===== src/rtl/ppu_pkg.sv =====
// Shared PPU types and constants for the scanline row RAM path.
// Consumed by ppu_rowram_writer.
package ppu_pkg;

  localparam int ROW_W         = 320;
  localparam int ROWS          = 240;
  localparam int ROWRAM_ADDR_W = 9;

  typedef struct packed {
    logic [5:0] palette;
    logic [3:0] colour;
  } pixel_t;

  typedef enum logic [1:0] {
    START,
    FILL,
    DONE
  } rowwr_state_t;

endpackage


===== src/rtl/ppu_rowram_writer.sv =====
// Row RAM write front end: fills the back bank one scanline at a time.
// Optional ROWRAM_UNDERRUN_CNT_EN adds a saturating underrun counter.
module ppu_rowram_writer #(
  parameter int ROW_W  = 320,
  parameter int ROWS   = 240,
  parameter int ADDR_W = 9
) (
  input  logic              clk,
  input  logic              rst_n,
  input  logic              rowram_swap,
  input  logic              pix_valid,
  output logic              pix_ready,
  input  logic [9:0]        pix_data,
  output logic              row_start,
  output logic              frame_start,
  output logic [7:0]        row_num,
  output logic              rowram_wren,
  output logic [ADDR_W-1:0] rowram_wraddr,
  output logic [9:0]        rowram_wrdata,
  output logic              rowram_wrbank,
  output logic              underrun,
  output logic [15:0]       underrun_cnt
);
  import ppu_pkg::*;

  rowwr_state_t      state_q, state_d;
  logic [ADDR_W-1:0] wr_ptr_q, wr_ptr_d;
  logic [7:0]        row_q, row_d;
  logic              bank_q, bank_d;
  logic              rs_q, rs_d;
  logic              fs_q, fs_d;
  logic              ur_q, ur_d;
  logic              wren_q, wren_d;
  logic [ADDR_W-1:0] addr_q, addr_d;
  pixel_t            data_q, data_d;
  logic              adv;
  logic              last;

  assign pix_ready = (state_q == FILL) && !rowram_swap;
  assign last      = wr_ptr_q == ADDR_W'(ROW_W - 1);

  always_comb begin
    state_d  = state_q;
    wr_ptr_d = wr_ptr_q;
    row_d    = row_q;
    bank_d   = bank_q;
    rs_d     = 1'b0;
    fs_d     = 1'b0;
    ur_d     = 1'b0;
    wren_d   = 1'b0;
    addr_d   = addr_q;
    data_d   = data_q;
    adv      = 1'b0;
    unique case (state_q)
      START: begin
        rs_d    = 1'b1;
        fs_d    = row_q == 8'd0;
        state_d = FILL;
      end
      FILL: begin
        if (rowram_swap) begin
          ur_d     = 1'b1;
          adv      = 1'b1;
          wr_ptr_d = '0;
        end else if (pix_valid) begin
          wren_d = 1'b1;
          addr_d = wr_ptr_q;
          data_d = pixel_t'(pix_data);
          if (last) begin
            wr_ptr_d = '0;
            state_d  = DONE;
          end else begin
            wr_ptr_d = wr_ptr_q + 1'b1;
          end
        end
      end
      DONE: adv = rowram_swap;
      default: state_d = START;
    endcase
    // Swap honoured in FILL or DONE: flip banks, move to next row
    if (adv) begin
      bank_d  = ~bank_q;
      row_d   = (row_q == 8'(ROWS - 1)) ? 8'd0 : row_q + 8'd1;
      state_d = START;
    end
  end

  always_ff @(posedge clk or negedge rst_n) begin
    if (!rst_n) begin
      state_q  <= START;
      wr_ptr_q <= '0;
      row_q    <= '0;
      bank_q   <= 1'b1;
      rs_q     <= 1'b0;
      fs_q     <= 1'b0;
      ur_q     <= 1'b0;
      wren_q   <= 1'b0;
      addr_q   <= '0;
      data_q   <= '0;
    end else begin
      state_q  <= state_d;
      wr_ptr_q <= wr_ptr_d;
      row_q    <= row_d;
      bank_q   <= bank_d;
      rs_q     <= rs_d;
      fs_q     <= fs_d;
      ur_q     <= ur_d;
      wren_q   <= wren_d;
      addr_q   <= addr_d;
      data_q   <= data_d;
    end
  end

`ifdef ROWRAM_UNDERRUN_CNT_EN
  logic [15:0] cnt_q;

  always_ff @(posedge clk or negedge rst_n) begin
    if (!rst_n)
      cnt_q <= '0;
    else if (ur_d && cnt_q != 16'hFFFF)
      cnt_q <= cnt_q + 16'd1;
  end

  assign underrun_cnt = cnt_q;
`else
  assign underrun_cnt = '0;
`endif

  assign row_start     = rs_q;
  assign frame_start   = fs_q;
  assign row_num       = row_q;
  assign rowram_wren   = wren_q;
  assign rowram_wraddr = addr_q;
  assign rowram_wrdata = data_q;
  assign rowram_wrbank = bank_q;
  assign underrun      = ur_q;

endmodule


===== config.mk =====
export PLATFORM = sky130hd
export DESIGN_NAME = ppu_rowram_writer
export DESIGN_NICKNAME = d
export VERILOG_FILES = /design/src/rtl/ppu_pkg.sv /design/src/rtl/ppu_rowram_writer.sv
export SDC_FILE = /design/constraint.sdc
export NUM_CORES = 1
export LEC_CHECK = 0
export CORE_MARGIN = 5
export CORE_UTILIZATION = 46
export DETAILED_ROUTE_END_ITERATION = 8
export PLACE_DENSITY = 0.84
export SLEW_MARGIN = 20
export SYNTH_ARGS = -nofsm -noshare
export SYNTH_HDL_FRONTEND = slang
export SYNTH_SLANG_ARGS = --single-unit
export TNS_END_PERCENT = 10

===== constraint.sdc =====
create_clock -name clk -period 2.05 [get_ports clk]
set_clock_uncertainty 0.1 [all_clocks]
set_input_delay 0.41 -clock clk [delete_from_list [all_inputs] [get_ports clk]]
set_output_delay 0.41 -clock clk [all_outputs]
set_load 0.01 [all_outputs]

==> qor.txt, run 1 <==
status = completed
Worst path slowest cell = clkdlybuf4s50_1
WP data arrival = 1420 ps
I/O Buffers = 46
Tcrit/Tclk final = 0.9423
DRC = 0
number of global-route vias before repair = 1633
gpl congestion = 0.7714
top cells by area, synth = dfrtp_1 51%, nand2_1 13%, buf_4 5.9%, ha_1 3.7%, o21ai_0 2.9%
H-tree levels = 2
Slew Limit Fails = 0
MaxCap Viol Count = 0
Synth Area per Inst = 9.494 µm²
# diodes = 0
Yosys top cell area share = 0.5125
WS Path Type = in -> out
r2r startpoint = wr_ptr_q[6]
Total Routing Usage GR = 0.1501
clk buf depth = 2
WL final = 4.146 mm
CTS tree = yes
max_slew headroom = 0.6526
library cells used by synthesis = 43
CP required = 1540 ps
Final Power = 3003 µW
DR iter-0 viols = 60
clk sinks = 43
TritonCTS buffer count = 5
die height = 76.77 µm
largest net degree at the start of global routing = 44
Hold Buf Count CTS = 0
RSZ-0062 raised after global routing = no
first-pass GRT wire length = 7.348 mm
flop2flop setup slack = 140 ps
Hold/Removal Path Class = in -> async
Hold Fails Final Rpt = 0
setup_tns = 0 ps
commonest cells after routing, fill and taps aside = 69 x nand2_1, 44 x clkdlybuf4s50_1, 42 x dfrtp_1
Synth warnings = 0
initial antenna violation count = 0
critical path endpoint category = output port
largest area contributor in the netlist = dfrtp_1
Yosys reg bits = 43
endpoints failing setup = 0
commonest non-fill, non-tap cell in the layout = nand2_1
CTS clk-pin slew, worst paths = 70 ps
Worst Path Max Fanout = 4
fillers = 378
nets@finish = 296
Std-Cell Rows = 24
Detail Placement HPWL = 3.090 mm
Mapped Area = 2051 µm²
Worst-Margin Slew = 521.1 ps
Layout area overhead = 30.45%
fraction of layout cells with a size suffix above 1 = 0.09386
VDD IR max = 0.6268 mV
routed vias = 1675
Hold Slack = 82.91 ps
Worst R2R Path Depth = 4
startpoint types = primary input
length of the first detailed-routing pass in iterations = 4
DIE WIDTH = 76.77 µm
initial core utilization = 0.4710
crit-path cells = clkdlybuf4s50_1 -> and2b_1 -> dlygate4sd2_1
reg2reg end = state_q[0]
die area = 5894 µm²
Avg Vias per Cell = 5.091
Routed Antenna Nets = 0
Core ar. = 4354 µm²
crit path time final = 1932 ps
GRT overflow = 0
drt wl/cell = 12.60 µm
Post-Synthesis Cells = 216
leakage power = 0.001280 µW
PD cells = 1123 nW/µm²
Clock Latency Late Sink = 290 ps
CTS root buf = clkbuf_8
post-synthesis sequential area ratio = 0.5253
final core occ = 0.6144
Max Clock Freq = 0.5177 GHz
io pins = 63
max incr delay on CP = 530 ps
[synthesized netlist by cell type, drive strengths merged]
cell type and n:
a31oi 4, nand4 2, nor4 1, xnor2 2, and4b 2, o21ai 12
nor2b 2, nand2 69, and2b 1, nor3b 1, nor2 4, a32o 1
dfrtp 42, buf 19, or4 2, dfstp 1, and2 3, clkbuf 2
nand3 8, a22oi 1, o311ai 1, o21a 2, o41ai 1, and3 3
xor2 1, o211ai 3, inv 6, nand2b 1, a41oi 1, nand3b 1
a22o 1, ha 6, a21oi 4, or3 1, conb 1, mux2 3
o31ai 1
[per-stage QoR]
stage	setup WS (ps)	instances	instance area [µm²]
2_1_floorplan	248.9	231	2107
3_3_place_gp	-94.80	321	2596
3_5_place_dp	-105.2	321	2596
4_1_cts	103.0	329	2675
5_1_grt	2.468	329	2675
6_report	118.3	329	2675
[worst max path at each step]
stage,from,end,slack [ps],cells after the start
5_1_grt,wr_ptr_q[0],wr_ptr_q[7],2,6
3_5_place_dp,rowram_swap,pix_ready,-110,3
2_1_floorplan,state_q[0],row_num[7],250,6
3_3_place_gp,rowram_swap,pix_ready,-90,3
4_1_cts,rowram_swap,pix_ready,100,3
6_report,rowram_swap,pix_ready,120,3
[cells by family after synthesis]
group / synth area share
simple gates: 0.2251
flops: 0.5253
fa+ha+maj: 0.03661
buf+inv: 0.07993
other cells: 0.001829
xor+xnor: 0.01282
compound gates: 0.1019
mux: 0.01647
[flip-flops by register name (all words and copies together), names as in the netlist]
signal	cells
frame_start	1
underrun	1
row_num	8
rowram_wren	1
row_start	1
rowram_wrbank	1
rowram_wrdata	10
state_q	2
rowram_wraddr	9
wr_ptr_q	9
[report_power, final]
| group | switching, µW | total [µW] | internal (µW) | leakage, µW |
|---|---|---|---|---|
| registers | 184 | 1270 | 1090 | 0.000560 |
| clock network | 257 | 499 | 242 | 0.0000395 |
| logic | 568 | 1230 | 661 | 0.000680 |
| total | 1010 | 3000 | 1990 | 0.00128 |
[layout make-up]
type | count | area (µm²) | share of cell area
tap | 52 | 65.06 | 0.02432
clock buffer | 8 | 80.08 | 0.02993
inverter | 6 | 22.52 | 0.008419
multi-input combinational | 161 | 865.8 | 0.3237
sequential | 43 | 1077 | 0.4027
timing repair buffer | 59 | 564.3 | 0.2109
[worst max-delay path, delay by kind of cell]
kind	cells	cell delay (ps)
buffers and inverters	2	810
AND/OR/NAND/NOR	1	200
[metal layers]
layer	GRT usage	vias to the layer above	share of wire	wire, µm
met4	0.06643	0	0.025	104
met5	0	-	0	0
li1	-	821	-	-
met1	0.1751	788	0.44	1805
met2	0.2538	57	0.47	1940
met3	0.04333	9	0.071	296
[repair_timing]
| action | in CTS | in global routing |
|---|---|---|
| endpoints found under the setup margin | 1 | 0 |
| buffers inserted | 0 | 0 |
| gates resized for setup | 1 | 0 |
| hold endpoints to repair | 0 | 0 |
Power figures use the tool's default switching activity.
==> run 2: changes to the inputs <==
--- a/config.mk
+++ b/config.mk
@@ -5,6 +5,7 @@
 export SDC_FILE = /design/constraint.sdc
 export NUM_CORES = 1
 export LEC_CHECK = 0
+export CORE_ASPECT_RATIO = 0.75
 export CORE_MARGIN = 5
 export CORE_UTILIZATION = 46
 export DETAILED_ROUTE_END_ITERATION = 8
==> run 2 against run 1 <==
Against the previous run: cell area increased by 0.94%; sequential power about the same; fmax down 0.81%; non-clock buffer count stayed put; clock-buffer cell count is 2 lower; sequential cell count stayed put; clock power rose by 4.0%; utilization rose by 0.097 points; power increased by 1.7%; critical path type is now reg -> out; first-iteration DRC count unchanged; global-route usage is 1.4 points higher; largest cell class unchanged; register-to-register slack got worse by 30 ps.
==> qor.txt, run 2 (synthesis results as in run 1) <==
leakage power = 0.001284 µW (+0.35%)
WP data arrival = 1440 ps (+20 ps)
final core occ = 0.6153 (+0.0009730)
clk sinks = 43 (unchanged)
Post-Place Worst Slack = -122.8 ps (-17.58 ps)
CP required = 1540 ps (about the same)
fraction of layout cells with a size suffix above 1 = 0.1047 (+0.01083)
WS Path Type = reg -> out
switching power = 1058 µW (+4.9%)
setup slack after layout = 102.4 ps (-15.82 ps)
Detail Placement HPWL = 3.264 mm (+5.6%)
length of the first detailed-routing pass in iterations = 4 (unchanged)
nets@finish = 296 (unchanged)
number of global-route vias before repair = 1617 (-0.98%)
max incr delay on CP = 400 ps (-130 ps)
power share of the clock group = 0.170 (+0.004)
CTS tree = yes
clk buf depth = 2 (unchanged)
flop2flop setup slack = 110 ps (-30 ps)
fillers = 356 (-5.8%)
Switching Share = 0.3466 (+0.01054)
VDD IR max = 0.7762 mV (+24%)
MaxCap Viol Count = 0 (unchanged)
CTS clk-pin slew, worst paths = 80 ps (about the same)
CTS root buf = clkbuf_8
Internal Power = 1995 µW (about the same)
setup_tns = 0 ps (unchanged)
PD cells = 1131 nW/µm² (+0.75%)
initial antenna violation count = 0 (unchanged)
crit-path cells = buf_4 -> ha_4 -> and2b_1 -> dlygate4sd2_1
DR iter-0 viols = 60 (unchanged)
delay-heaviest family, CP = buffers and inverters
status = completed
combinational share of power = 0.409 (about the same)
io pins = 63 (unchanged)
Worst path slowest cell = dfrtp_1
Hold Fails Final Rpt = 0 (unchanged)
Slew Limit Fails = 0 (unchanged)
WL final = 4.388 mm (+5.8%)
I/O Buffers = 46 (unchanged)
buffers and inverters on the worst path = 2 (unchanged)
Tcrit/Tclk final = 0.9500 (+0.007718)
Clock Latency Late Sink = 290 ps (about the same)
Flop pwr share = 0.421 (-0.003)
RSZ-0062 raised after global routing = no
DIE WIDTH = 87.10 µm (+13%)
commonest cells after routing, fill and taps aside = 69 x nand2_1, 43 x clkdlybuf4s50_1, 42 x dfrtp_1
Routed Antenna Nets = 0 (unchanged)
Avg Vias per Cell = 5.030 (-1.2%)
commonest non-fill, non-tap cell in the layout = nand2_1
H-tree levels = 2 (unchanged)
first-pass GRT wire length = 7.472 mm (+1.7%)
Layout area overhead = 31.67%
Worst R2R Path Depth = 6 (+2)
Hold/Removal Path Class = reg -> reg
DRC = 0 (unchanged)
Std-Cell Rows = 21 (-13%)
largest net degree at the start of global routing = 25 (-43%)
hold path cells = 2
critical path endpoint category = output port
GRT overflow = 0 (unchanged)
Core ar. = 4388 µm² (+0.78%)
max reg flops = 10 (unchanged)
Max Clock Freq = 0.5135 GHz (-0.81%)
endpoints failing setup = 0 (unchanged)
gpl congestion = 0.8526 (+11%)
Worst Path Max Fanout = 6 (+2)
TritonCTS buffer count = 5 (unchanged)
Total Routing Usage GR = 0.1644 (+0.01434)
drt wl/cell = 13.14 µm (+4.3%)
# diodes = 0 (unchanged)
routed vias = 1680 (+0.30%)
critical path depth in cells = 4 (+1)
startpoint types = register
die height = 67.83 µm (-12%)
die area = 5908 µm² (+0.24%)
crit path time final = 1948 ps (+15.82 ps)
initial core utilization = 0.4674 (-0.003626)
run 2: timing repair:
action                     CTS  global route
pin swaps                    0             0
setup endpoints to repair    1             1
resized for setup            5             0
buffers inserted             0             1
hold buffers                 1             0
hold endpoints to repair    19             0
run 2: per-layer routing:
layer / GRT usage / share of wire / vias up
met2: 0.2652 / 0.49 / 57
met5: 0 / 0 / -
met1: 0.2114 / 0.43 / 795
li1: - / - / 818
met3: 0.03490 / 0.057 / 10
met4: 0.08429 / 0.023 / 0
run 2: power groups by stage:
stage | Sequential, µW | Clock (µW) | Combinational (µW)
after floorplan | 1360 | 0 | 530
after global placement | 1290 | 0 | 1200
after detailed placement | 1300 | 0 | 1220
after CTS | 1290 | 529 | 1240
after global routing | 1330 | 570 | 1380
final | 1290 | 519 | 1250
run 2: metrics by stage:
step           hold WS [ps]  instances  cell area, µm²  total power (µW)
2_1_floorplan         14.41        231            2107              1890
3_3_place_gp          295.2        324            2587              2491
3_5_place_dp          302.9        324            2587              2524
4_1_cts               385.5        333            2693              3064
5_1_grt               418.1        334            2700              3283
6_report              383.4        334            2700              3054
run 2: worst min-delay path: cells and delay by family (launching register included):
kind,cells,cell delay [ps]
flops,1,350
simple gates,2,100
run 2: final timing paths:
| check | start | to |
|---|---|---|
| max in group asynchronous | rst_n | rowram_wrbank |
| hold / removal | rowram_wraddr[8] | rowram_wraddr[8] |
| setup reg to reg | wr_ptr_q[0] | wr_ptr_q[7] |
| setup / recovery | state_q[0] | pix_ready |
| hold reg to reg | rowram_wraddr[8] | rowram_wraddr[8] |
| min in group asynchronous | rst_n | wr_ptr_q[7] |
run 2: layout make-up:
cell class / instances / area, µm² / share of cell area
clock buffer: 6 / 72.57 / 0.02688
clock inverter: 2 / 12.51 / 0.004634
inverter: 6 / 22.52 / 0.008341
multi-input combinational: 161 / 878.3 / 0.3253
sequential: 43 / 1077 / 0.3990
tap: 57 / 71.32 / 0.02641
timing repair buffer: 59 / 565.5 / 0.2095
